--- src/rtl/l2_arbiter.sv ---
// Two-client L2 port arbiter: merges L1 I-side and D-side line traffic, one transaction at a time.
// Optional macro L2_ARBITER_RR_EN replaces fixed D-over-I priority with round-robin on ties.
module l2_arbiter #(
  parameter int unsigned ADDR_W = 16,
  parameter int unsigned LINE_W = 128
) (
  input  logic              clk,
  input  logic              rst,
  input  logic [ADDR_W-1:0] i_address,
  input  logic              i_read,
  output logic [LINE_W-1:0] i_rdata,
  output logic              i_resp,
  input  logic [ADDR_W-1:0] d_address,
  input  logic              d_read,
  input  logic              d_write,
  input  logic [LINE_W-1:0] d_wdata,
  output logic [LINE_W-1:0] d_rdata,
  output logic              d_resp,
  output logic [ADDR_W-1:0] l2_address,
  output logic              l2_read,
  output logic              l2_write,
  output logic [LINE_W-1:0] l2_wdata,
  input  logic [LINE_W-1:0] l2_rdata,
  input  logic              l2_resp
);

  typedef enum logic [1:0] {
    IDLE    = 2'd0,
    SERVE_I = 2'd1,
    SERVE_D = 2'd2
  } state_t;

  state_t r_state;
  state_t w_next;
  logic   w_d_req;

  assign w_d_req = d_read | d_write;

  // Read data fans out to both clients; only the granted client's resp qualifies it.
  assign i_rdata = l2_rdata;
  assign d_rdata = l2_rdata;

  always_ff @(posedge clk or posedge rst) begin
    if (rst) begin
      r_state <= IDLE;
    end else begin
      r_state <= w_next;
    end
  end

`ifdef L2_ARBITER_RR_EN
  // Last granted client: 0 = I side, 1 = D side.
  logic r_last_grant;

  always_ff @(posedge clk or posedge rst) begin
    if (rst) begin
      r_last_grant <= 1'b0;
    end else if (r_state == IDLE && w_next == SERVE_D) begin
      r_last_grant <= 1'b1;
    end else if (r_state == IDLE && w_next == SERVE_I) begin
      r_last_grant <= 1'b0;
    end
  end
`endif

  always_comb begin
    w_next     = r_state;
    l2_address = '0;
    l2_read    = 1'b0;
    l2_write   = 1'b0;
    l2_wdata   = '0;
    i_resp     = 1'b0;
    d_resp     = 1'b0;
    case (r_state)
      IDLE: begin
`ifdef L2_ARBITER_RR_EN
        if (w_d_req && (!i_read || !r_last_grant)) begin
          w_next = SERVE_D;
        end else if (i_read) begin
          w_next = SERVE_I;
        end
`else
        if (w_d_req) begin
          w_next = SERVE_D;
        end else if (i_read) begin
          w_next = SERVE_I;
        end
`endif
      end
      SERVE_I: begin
        l2_address = i_address;
        l2_read    = 1'b1;
        if (l2_resp) begin
          i_resp = 1'b1;
          w_next = IDLE;
        end
      end
      SERVE_D: begin
        // A combined read+write request is treated as a writeback.
        l2_address = d_address;
        l2_write   = d_write;
        l2_read    = d_read & ~d_write;
        l2_wdata   = d_wdata;
        if (l2_resp) begin
          d_resp = 1'b1;
          w_next = IDLE;
        end
      end
      default: begin
        w_next = IDLE;
      end
    endcase
  end

endmodule
--- config.mk ---
export PLATFORM = sky130hd
export DESIGN_NAME = l2_arbiter
export DESIGN_NICKNAME = d
export VERILOG_FILES = /design/src/rtl/l2_arbiter.sv
export SDC_FILE = /design/constraint.sdc
export NUM_CORES = 1
export LEC_CHECK = 0
export BUFFER_PORTS_ARGS = -buffer_cell sky130_fd_sc_hd__buf_2
export CAP_MARGIN = 20
export CORE_AREA = 2 2 270 272
export DETAILED_ROUTE_END_ITERATION = 10
export DIE_AREA = 0 0 272 274
export GPL_TIMING_DRIVEN = 0
export PLACE_DENSITY = 0.33
export REMOVE_ABC_BUFFERS = 1
export SLEW_MARGIN = 10
export SYNTH_ARGS = -nofsm -noshare
export SYNTH_HDL_FRONTEND = slang
export SYNTH_SLANG_ARGS = --single-unit
--- constraint.sdc ---
create_clock -name clk -period 3.29 [get_ports clk]
set_input_delay 0.329 -clock clk [delete_from_list [all_inputs] [get_ports clk]]
set_output_delay 0.329 -clock clk [all_outputs]
set_load 0.02 [all_outputs]
== Word-level counts from Yosys, hierarchy flattened ==
Cells that the tools add are included.
Cells by class
  eq/ne operators: 4
  multiplexer cells: 11
  bitwise operators: 3
  reductions and logical operators: 3
Operator list (number)
  128-bit two-way mux: 1
  16-bit one-hot mux with 2 select lines: 1
  2-bit two-way mux: 3
  1-bit two-way mux: 4
  2-bit one-hot mux with 2 select lines: 1
  3-bit inequality test (second input constant): 1
  2-bit by 1-bit == test with 1-bit output (second input constant): 1
  2-bit == test (second input constant): 1
  2-bit zero test: 1
  2-bit by 1-bit inequality test with 1-bit output (second input constant): 1
  1-bit one-hot mux with 2 select lines: 1
  2-bit AND reduction: 1
  2-bit OR reduction: 1
  1-bit bitwise AND: 1
  1-bit inverter: 1
  1-bit bitwise OR: 1
Storage, ports and cells
  bits in registers: 2
  input port bits: 294
  output and inout port bits: 404

== Depth between registers and ports, before layout ==
Gate-level depths: netlist (run 1).
  depth in word-level cells: 4
  mapped depth: 7

== Worst setup path after synthesis (run 1) ==
No wires, ideal clock.
  kind: register to output
  from: reg r_state[1]
  to: out l2_address[0]
  data arrival time: 1342 ps
  data required time: 2961 ps
  setup slack: 1619 ps
  stages on the path, launching flop included: 5
  path buffers: 1
  cell sequence: dfrtp_1 inv_1 ha_1 clkbuf_1 nor2b_1
Between the ends
  word-level cells in the longest chain between the ends: 2
  elaborated cells on any way between the ends: 3
  those cells by class: eq/ne: 2; mux: 1
Ends and longest elaborated chain
  start: declaration: RTL line 33  | state_t r_state;
  start signal: assignment: RTL line 47  | r_state <= w_next;
  2-bit == test / 2-bit by 1-bit == test with 1-bit output (equally long branches): RTL line 74  | case (r_state)
  16-bit one-hot mux with 2 select lines (*): RTL line 74
  end: declaration: RTL line 19  | output logic [ADDR_W-1:0] l2_address,
Every way passes the cells marked *; elsewhere a longest branch is shown, timed or not.

== Worst setup path in the final report (run 1) ==
  from: reg r_state[0]
  to: out l2_address[8]
The elaborated chain is that of the path after synthesis.

==> flow_summary.toml, run 1 <==
[global_route]
antenna_violations_before_repair = 68
wire_length_of_the_first_global_routing_pass_mm = 85.0
globalRoute.totalOverflow = 0
grt.total_usage_pct = 19.6
pin_count_of_the_biggest_net_entering_global_routing = 100
first_global_vias = 3469

[floorplanning]
initial_utilization_pct = 4.51
design.portCount = 698
core.rowCount = 99
core_um2 = 72000
die_height_um = 274
die-area_um2 = 74500
die_w_um = 272

[cts]
cts.root.buffer_cell = "clkbuf_16"
cts_htree_levels = 1
clock-sinks = 2
clock_latency_ps = 220
tritoncts.num_buffers = 3
tritoncts = "built"
ctsResizeCount = 0
clk_transition_reported_paths_ps = 30
clock_path_buffers = 2

[setup_path]
cp_data_required_time_ps = 2960
worst-path-max-fanout = 16
arrival_ps = 2420
worst_setup_path_start_kind = "flop"
critical_path.endpoint_type = "output port"
criticalPathCategory = "reg2out"

[place]
worst_slack_placed_ps = 648
numPortBuffers = 313
place_hpwl_mm = 70.7
placed_cells_incl_taps = 1457
gpl.final_weighted_congestion = 0.905

[synth]
synth_top_cells_by_count = "buf_4, and2_1, a22oi_1, nor2b_1, clkbuf_2"
synth_seq_area_share_pct = 1.54
yosysTopAreaCell = "buf_4"
synth-edff-count = 0
synth-seq-cells = 2
synth.top_cell.area_share_pct = 59.9
synth_cell_type_count = 19
synth.yosys.warnings = 0
biggest_area_contributors_in_the_synthesized_netlist = "buf_4, and2_1, a22oi_1"
synth_area_um2 = 3250
ys_dominant_reg_cell = "dfrtp_1"
syn_avg_cell_area_um2 = 7.07
ys_async_rst_share_pct = 100
synthMostInstantiatedCell = "buf_4"
number_of_cells_produced_by_synthesis = 459

[detailed_routing]
wire_length_reported_by_the_detailed_router_mm = 76.1
wl_per_cell_um = 51.1
avgViaCountPerCell = 2.63
antenna_violation_net_count_after_detailed_routing = 0
num_vias = 3910
drt_pass_1_iters = 4
detail_route.iter0.violations = 240
drc_errors = 0

[hold_path]
worstHoldPathType = "in2reg"

[final_layout]
registers.top_by_ff_count = "r_state"
layout-area-overhead-vs-synth_pct = 28.8
final_cells = 1488
final_core_util_pct = 5.81
largest_register_ffs = 2
largestRegisters = "r_state (2)"
final_nets = 802
drive_above_1_share_pct = 63.5

[flow_run]
maxCapViolCount = 0

[run_status]
run_status = "complete, no violations"

[sta]
slew_headroom_pct = 28.6
period_needed_ps = 2750
hold-worst-slack_ps = 385
slew_viol_final = 0
worst_clock_skew_ps = 0.388
setup_slack_ps = 537
final-hold-violation-count = 0
setup_repair_after_global_routing_missed_its_margin = "no"
fmax_mhz = 363
max_slew.worst_pin.slew_ps = 1070
setup_viol = 0
final_min_period_over_clock_period_pct = 83.7

[power]
totalPowerFinal_mw = 3.37
power-per-cell-area_nw_per_um2 = 806
total_leakage_power_nw = 1.96
vdd.ir_drop.worst_uv = 411
==> kinds of logic after synthesis <==
logic type                 Yosys count  share of synthesized area (%)
buffers and inverters              279                           62.9
DFF                                  2                           1.54
AOI/OAI and AO/OA                   22                           4.74
and+or+nand+nor                    152                           29.3
adders and majority gates            4                           1.54
==> power breakdown <==
part / internal [mW] / switching (mW) / total [mW] / leakage, nW
clock: 0.155 / 0.0290 / 0.184 / 0.0371
combinational: 0.927 / 2.21 / 3.14 / 1.90
sequential: 0.0368 / 0.0105 / 0.0472 / 0.0254
total: 1.12 / 2.25 / 3.37 / 1.96
==> worst max-delay path, stage by stage (launching register included) <==
cell and delay, ps:
dfrtp_1 360, inv_1 170, ha_1 850, a22oi_1 390, nor2b_1 210, buf_2 210
==> timing repair <==
item | CTS | global route
hold buffers | 1 | 0
buffers inserted | 0 | 0
endpoints found under the hold margin | 2 | 0
==> stage by stage <==
step                      instance area, um2  TNS [ps]
after floorplan                         1220         0
after global placement                  3990   -114560
after detailed placement                4030         0
after CTS                               4110         0
after global routing                    4160         0
final                                   4180         0
==> path summary, 6_finish.rpt <==
kind,to,start,cells past startpoint,slack [ps]
max in group asynchronous,r_state[0]$_DFFE_PP0P_,rst,3,2680
worst max-delay path,l2_address[8],r_state[0]$_DFFE_PP0P_,5,540
min in group asynchronous,r_state[1]$_DFFE_PP0P_,rst,3,500
worst max register to register,r_state[0]$_DFFE_PP0P_,r_state[1]$_DFFE_PP0P_,5,1360
worst min-delay path,r_state[0]$_DFFE_PP0P_,i_read,3,380
worst min register to register,r_state[0]$_DFFE_PP0P_,r_state[0]$_DFFE_PP0P_,2,630
==> final cells by class <==
class	count	area, um2
antenna	27	67.6
clock buffer	3	75.1
fill	8560	67800
inverter	4	15.0
multi-input combinational	178	1170
sequential	2	50.0
tap	959	1200
timing repair buffer	315	1600
==> metal layers <==
| layer | global-route usage (%) | vias up | wire length (um) | part of all wire [%] |
|---|---|---|---|---|
| li1 | - | 1271 | - | - |
| met1 | 15.7 | 1578 | 21700 | 29 |
| met2 | 26.5 | 923 | 28400 | 37 |
| met3 | 29.0 | 87 | 23700 | 31 |
| met4 | 2.34 | 51 | 986 | 1.3 |
| met5 | 10.4 | - | 1250 | 1.6 |
==> cells in the final DEF, fill, tap and decap left out, types with 2 or more instances in the layout <==
cell type  Yosys  final
nor2b_1       16     16
diode_2        0     27
dfrtp_1        2      2
inv_1          4      4
a21oi_1        3      3
ha_1           4      3
buf_2          5    313
nor2_1         2      2
a22oi_1       16     16
and2_1       131    131
clkbuf_16      0      3
Power figures use the tool's default switching activity.
==> run 2: changes to the inputs <==
ABC_AREA = 1   (was default)
CORE_AREA = 2 2 268 270   (was 2 2 270 272)
DIE_AREA = 0 0 270 272   (was 0 0 272 274)
PLACE_DENSITY = 0.34   (was 0.33)
clock period = 2.5 ns   (was 3.29 ns; I/O delays follow)
==> flow_summary.toml, run 2 <==
[setup_path]
worst_path_largest_cell_delay_ps = 650
critical_path.endpoint_type = "output port"
arrival_ps = 2060
worst-path-max-fanout = 18
criticalPathCategory = "reg2out"
critical_path.slowest_cell = "ha_1"
worst_setup_path_start_kind = "flop"
cp_data_required_time_ps = 2250
cp_cell_sequence = "inv_1 -> ha_1 -> nand2_1 -> a21oi_1 -> buf_2"

[power]
intPower_mw = 1.24
power-per-cell-area_nw_per_um2 = 919
totalPowerFinal_mw = 3.96
vdd.ir_drop.worst_uv = 661
power_switching_mw = 2.72
sw_frac_of_total_pct = 68.8
seq_power_share_pct = 1.6
combPwrFrac_pct = 92.3
power.clock.fraction_pct = 6.1
total_leakage_power_nw = 2.98

[global_route]
globalRoute.totalOverflow = 0
wire_length_of_the_first_global_routing_pass_mm = 76.9
pin_count_of_the_biggest_net_entering_global_routing = 63
antenna_violations_before_repair = 39
grt.total_usage_pct = 17.8
first_global_vias = 3603

[final_layout]
final_nets = 956
leading_cell_type_in_the_layout_fill_and_taps_excluded = "buf_2"
layout.area.seq_um2 = 50.0
largest_register_ffs = 2
drive_above_1_share_pct = 48.8
layout_common_cells = "buf_2, nand2_1, inv_1"
final_core_util_pct = 6.09
layout-area-overhead-vs-synth_pct = 24.4
final_cells = 1617
area_of_all_placed_cells_without_fillers_um2 = 4310
nFillCells = 8525
multi_input_area_um2 = 813
registers.top_by_ff_count = "r_state"
largestRegisters = "r_state (2)"

[cts]
tritoncts = "built"
clock_path_buffers = 2
clock_latency_ps = 220
cts.root.buffer_cell = "clkbuf_16"
clk_transition_reported_paths_ps = 30
cts_htree_levels = 1
clock-sinks = 2
tritoncts.num_buffers = 3

[place]
place_hpwl_mm = 62.8
gpl.final_weighted_congestion = 0.865
placedInstanceArea_um2 = 4180
numPortBuffers = 313
placed_cells_incl_taps = 1601
worst_slack_placed_ps = 224

[floorplanning]
die-area_um2 = 73400
die_height_um = 272
core_um2 = 70800
die_w_um = 270
core.rowCount = 98
design.portCount = 698
initial_utilization_pct = 4.90

[detailed_routing]
num_vias = 4117
antenna_violation_net_count_after_detailed_routing = 0
detail_route.iter0.violations = 281
wl_per_cell_um = 42.2
drc_errors = 0
wire_length_reported_by_the_detailed_router_mm = 68.2
drt_pass_1_iters = 4
avgViaCountPerCell = 2.55

[sta]
setup_slack_ps = 190
hold-worst-slack_ps = 332
period_needed_ps = 2310
setup_viol = 0
slew_headroom_pct = 50.5
worst_clock_skew_ps = 2.14
final_min_period_over_clock_period_pct = 92.4
fmax_mhz = 433
max_slew.worst_pin.slew_ps = 743
fin_tns_setup_ps = 0
slew_viol_final = 0
setup_repair_after_global_routing_missed_its_margin = "no"
final-hold-violation-count = 0

[synth]
synth-edff-count = 0
synth.yosys.warnings = 0
synth_seq_area_share_pct = 1.45
number_of_cells_produced_by_synthesis = 612
synthMostInstantiatedCell = "buf_4"
biggest_area_contributors_in_the_synthesized_netlist = "buf_4, nand2_1, inv_1"
ys_dominant_reg_cell = "dfrtp_1"
synth-seq-cells = 2
synth_cell_type_count = 12
synth_top_cells_by_count = "buf_4, nand2_1, inv_1, a21oi_1, buf_6"
synth.top_cell.area_share_pct = 56.4
ys_async_rst_share_pct = 100
syn_avg_cell_area_um2 = 5.66
synth_area_um2 = 3460
yosysTopAreaCell = "buf_4"

[run_status]
run_status = "complete, no violations"

[hold_path]
worstHoldPathType = "in2reg"

[flow_run]
maxCapViolCount = 0
-- run 2: path summary, 6_finish.rpt --
kind / from / to / slack, ps / cells past startpoint
min: i_read / r_state[1]$_DFFE_PP0P_ / 330 / 4
max reg2reg: r_state[1]$_DFFE_PP0P_ / r_state[1]$_DFFE_PP0P_ / 1210 / 6
min in group asynchronous: rst / r_state[0]$_DFFE_PP0P_ / 420 / 3
max in group asynchronous: rst / r_state[1]$_DFFE_PP0P_ / 1970 / 3
max: r_state[1]$_DFFE_PP0P_ / l2_address[9] / 190 / 5
min reg2reg: r_state[0]$_DFFE_PP0P_ / r_state[0]$_DFFE_PP0P_ / 660 / 4
-- run 2: logic make-up after synthesis --
family,after synthesis,synth area share [%]
buffers and inverters,414,75.4
and+or+nand+nor,174,19.1
AOI/OAI and AO/OA,18,2.60
adders and majority gates,4,1.45
DFF,2,1.45
-- run 2: area by class of cell --
class                   count  area share, %
diodes                     11          0.639
clock buffers               3           1.74
well taps                 950           27.6
repair buffers            317           38.0
flip-flops and latches      2           1.16
multi-input cells         196           18.9
inverters                 138           12.0
-- run 2: timing repair --
item | 4_1_cts | 5_1_grt
buffers inserted | 1 | 0
gates resized for setup | 0 | 0
hold buffers | 1 | 0
hold endpoints to repair | 2 | 0
endpoints found under the setup margin | 1 | 0
-- run 2: critical path, delay by kind of cell, from the launching register on --
kind	cells	cell delay, ps
and+or+nand+nor	1	230
DFF	1	420
AOI/OAI and AO/OA	1	190
buffers and inverters	2	340
adders and majority gates	1	650
-- run 2: metal layers --
metal | vias to the layer above | routed length, um | global-route usage [%]
li1 | 1549 | - | -
met1 | 1622 | 19100 | 14.3
met5 | - | 1290 | 11.8
met4 | 37 | 551 | 1.37
met3 | 60 | 19900 | 23.8
met2 | 849 | 27400 | 25.9
-- run 2: power by group through the flow --
stage,sequential (mW),combinational [mW],clock (mW)
CTS,0.0645,3.79,0.245
global placement,0.0593,2.69,0
global route,0.0660,4.05,0.247
floorplan,0.0558,2.03,0
finish,0.0632,3.66,0.241
detailed placement,0.0639,3.74,0
==> run 3: changes to the inputs <==
ABC_AREA = default   (was 1)
CORE_AREA = 2 2 273 275   (was 2 2 268 270)
DIE_AREA = 0 0 275 277   (was 0 0 270 272)
PLACE_DENSITY = 0.33   (was 0.34)
==> flow_summary.toml, run 3 (synthesis gave the netlist of run 1 again) <==
[setup_path]
cp_cell_sequence = "inv_1 -> ha_1 -> nor2b_1 -> buf_2"
arrival_ps = 2040
worst_path_largest_cell_delay_ps = 870
worst-path-max-fanout = 18
cpLargestDelayFamily = "adder cells"
criticalPathCategory = "reg2out"
worst-path-buf-inv = 2
worst_setup_path_start_kind = "flop"
r2r_cells = 5
cp_data_required_time_ps = 2250
r2r-end = "r_state[0]$_DFFE_PP0P_"
critical_path.endpoint_type = "output port"
reg2reg_from = "r_state[1]$_DFFE_PP0P_"
critical_path.slowest_cell = "ha_1"
reg2reg_setup_slack_ps = 470

[sta]
setup_viol = 0
final_min_period_over_clock_period_pct = 91.7
slew_headroom_pct = 41.3
final-hold-violation-count = 0
hold-worst-slack_ps = 313
setup_repair_after_global_routing_missed_its_margin = "no"
period_needed_ps = 2290
fmax_mhz = 436
worst_clock_skew_ps = 0.810
max_slew.worst_pin.slew_ps = 880
slew_viol_final = 0

[power]
total_leakage_power_nw = 1.97
sw_frac_of_total_pct = 67.2
combPwrFrac_pct = 93.4
power_switching_mw = 3.10
seq_power_share_pct = 1.4
totalPowerFinal_mw = 4.61
intPower_mw = 1.51
power-per-cell-area_nw_per_um2 = 1090
vdd.ir_drop.worst_uv = 459
power.clock.fraction_pct = 5.2

[global_route]
globalRoute.totalOverflow = 0
first_global_vias = 3363
pin_count_of_the_biggest_net_entering_global_routing = 81
antenna_violations_before_repair = 67
grt.total_usage_pct = 19.6
wire_length_of_the_first_global_routing_pass_mm = 86.0

[floorplanning]
core.rowCount = 100
core_um2 = 73600
die_w_um = 275
die_height_um = 277
die-area_um2 = 76200
initial_utilization_pct = 4.41
design.portCount = 698

[final_layout]
layout_common_cells = "buf_2, and2_1, a22oi_1, nor2b_1, inv_1"
multi_input_area_um2 = 1170
layout.area.seq_um2 = 50.0
leading_cell_type_in_the_layout_fill_and_taps_excluded = "buf_2"
registers.top_by_ff_count = "r_state"
largestRegisters = "r_state (2)"
drive_above_1_share_pct = 63.9
final_nets = 804
nFillCells = 8816
final_core_util_pct = 5.73
largest_register_ffs = 2
layout-area-overhead-vs-synth_pct = 29.8

[hold_path]
hold_path_startpoint = "i_read"
min_path_cells = 3
worstHoldPathType = "in2reg"
whs_endpoint = "r_state[0]$_DFFE_PP0P_"

[detailed_routing]
avgViaCountPerCell = 2.59
wl_per_cell_um = 52.4
drc_errors = 0
wire_length_reported_by_the_detailed_router_mm = 78.4
antenna_violation_net_count_after_detailed_routing = 0
detail_route.iter0.violations = 249
num_vias = 3876
drt_pass_1_iters = 4

[flow_run]
maxCapViolCount = 0

[run_status]
run_status = "complete, no violations"

[cts]
clock-sinks = 2
cts_htree_levels = 1
cts.root.buffer_cell = "clkbuf_16"
clk_transition_reported_paths_ps = 30
tritoncts = "built"
tritoncts.num_buffers = 3
clock_path_buffers = 2
clock_latency_ps = 220

[place]
gpl.final_weighted_congestion = 0.878
place_hpwl_mm = 72.7
numPortBuffers = 313
## run 3: cell count changes in the layout (fill, tap and decap cells not counted), sizes merged, moves of 2 or more
cell and change:
and2 +131, a21oi -15, nor2b +17, nand3b -2
a22oi +16, diode +13, inv -133, nand2 -170
## run 3: how the worst max path moves through the flow
stage	from	to	slack [ps]	cells past startpoint
after floorplan	r_state[0]$_DFFE_PP0P_	l2_address[3]	-210	4
after global placement	r_state[0]$_DFFE_PP0P_	l2_address[3]	-1960	5
after detailed placement	r_state[0]$_DFFE_PP0P_	l2_address[11]	170	5
after CTS	r_state[0]$_DFFE_PP0P_	l2_wdata[33]	30	5
after global routing	r_state[1]$_DFFE_PP0P_	l2_address[7]	80	4
final	r_state[1]$_DFFE_PP0P_	l2_address[7]	210	4
## run 3: metrics by stage
step / TNS (ps) / setup slack [ps] / cell area [um2] / cells
after floorplan: -6540 / -206 / 1220 / 184
after global placement: -242390 / -1960 / 4000 / 1466
after detailed placement: 0 / 167 / 4050 / 1468
after CTS: 0 / 34.9 / 4130 / 1472
after global routing: 0 / 80.6 / 4190 / 1488
final: 0 / 209 / 4210 / 1497
## run 3: tightest hold or removal path: cells and delay by family
family,cells,cell delay (ps)
buffers and inverters,1,110
AOI/OAI and AO/OA,1,60
and+or+nand+nor,1,60
## run 3: timing repair
item / in CTS / in global routing
buffers inserted: 0 / 1
hold endpoints to repair: 2 / 0
gates resized for setup: 1 / 0
endpoints found under the setup margin: 16 / 17
hold buffers: 1 / 0
pin swaps: 0 / 1
## run 3: final cells by class
type,instances,share of cell area [%]
antenna,24,1.43
multi-input combinational,178,27.8
inverter,4,0.356
sequential,2,1.19
tap,969,28.8
clock buffer,3,1.78
timing repair buffer,317,38.7
## run 3: layer usage
layer  part of all wire (%)  vias up  GRT usage, %
li1                       -     1267             -
met3                     30       74          27.4
met1                     28     1588          16.4
met5                    1.6        -          10.1
met4                    1.1       48          2.04
met2                     38      899          27.1
## run 3: power by group through the flow
stage                     clock network [mW]  logic [mW]  registers, mW
after floorplan                            0        2.06         0.0568
after global placement                     0        3.46         0.0596
after detailed placement                   0        4.34         0.0632
after CTS                              0.245        4.36         0.0637
after global routing                   0.245        4.66         0.0668
final                                  0.240        4.31         0.0658
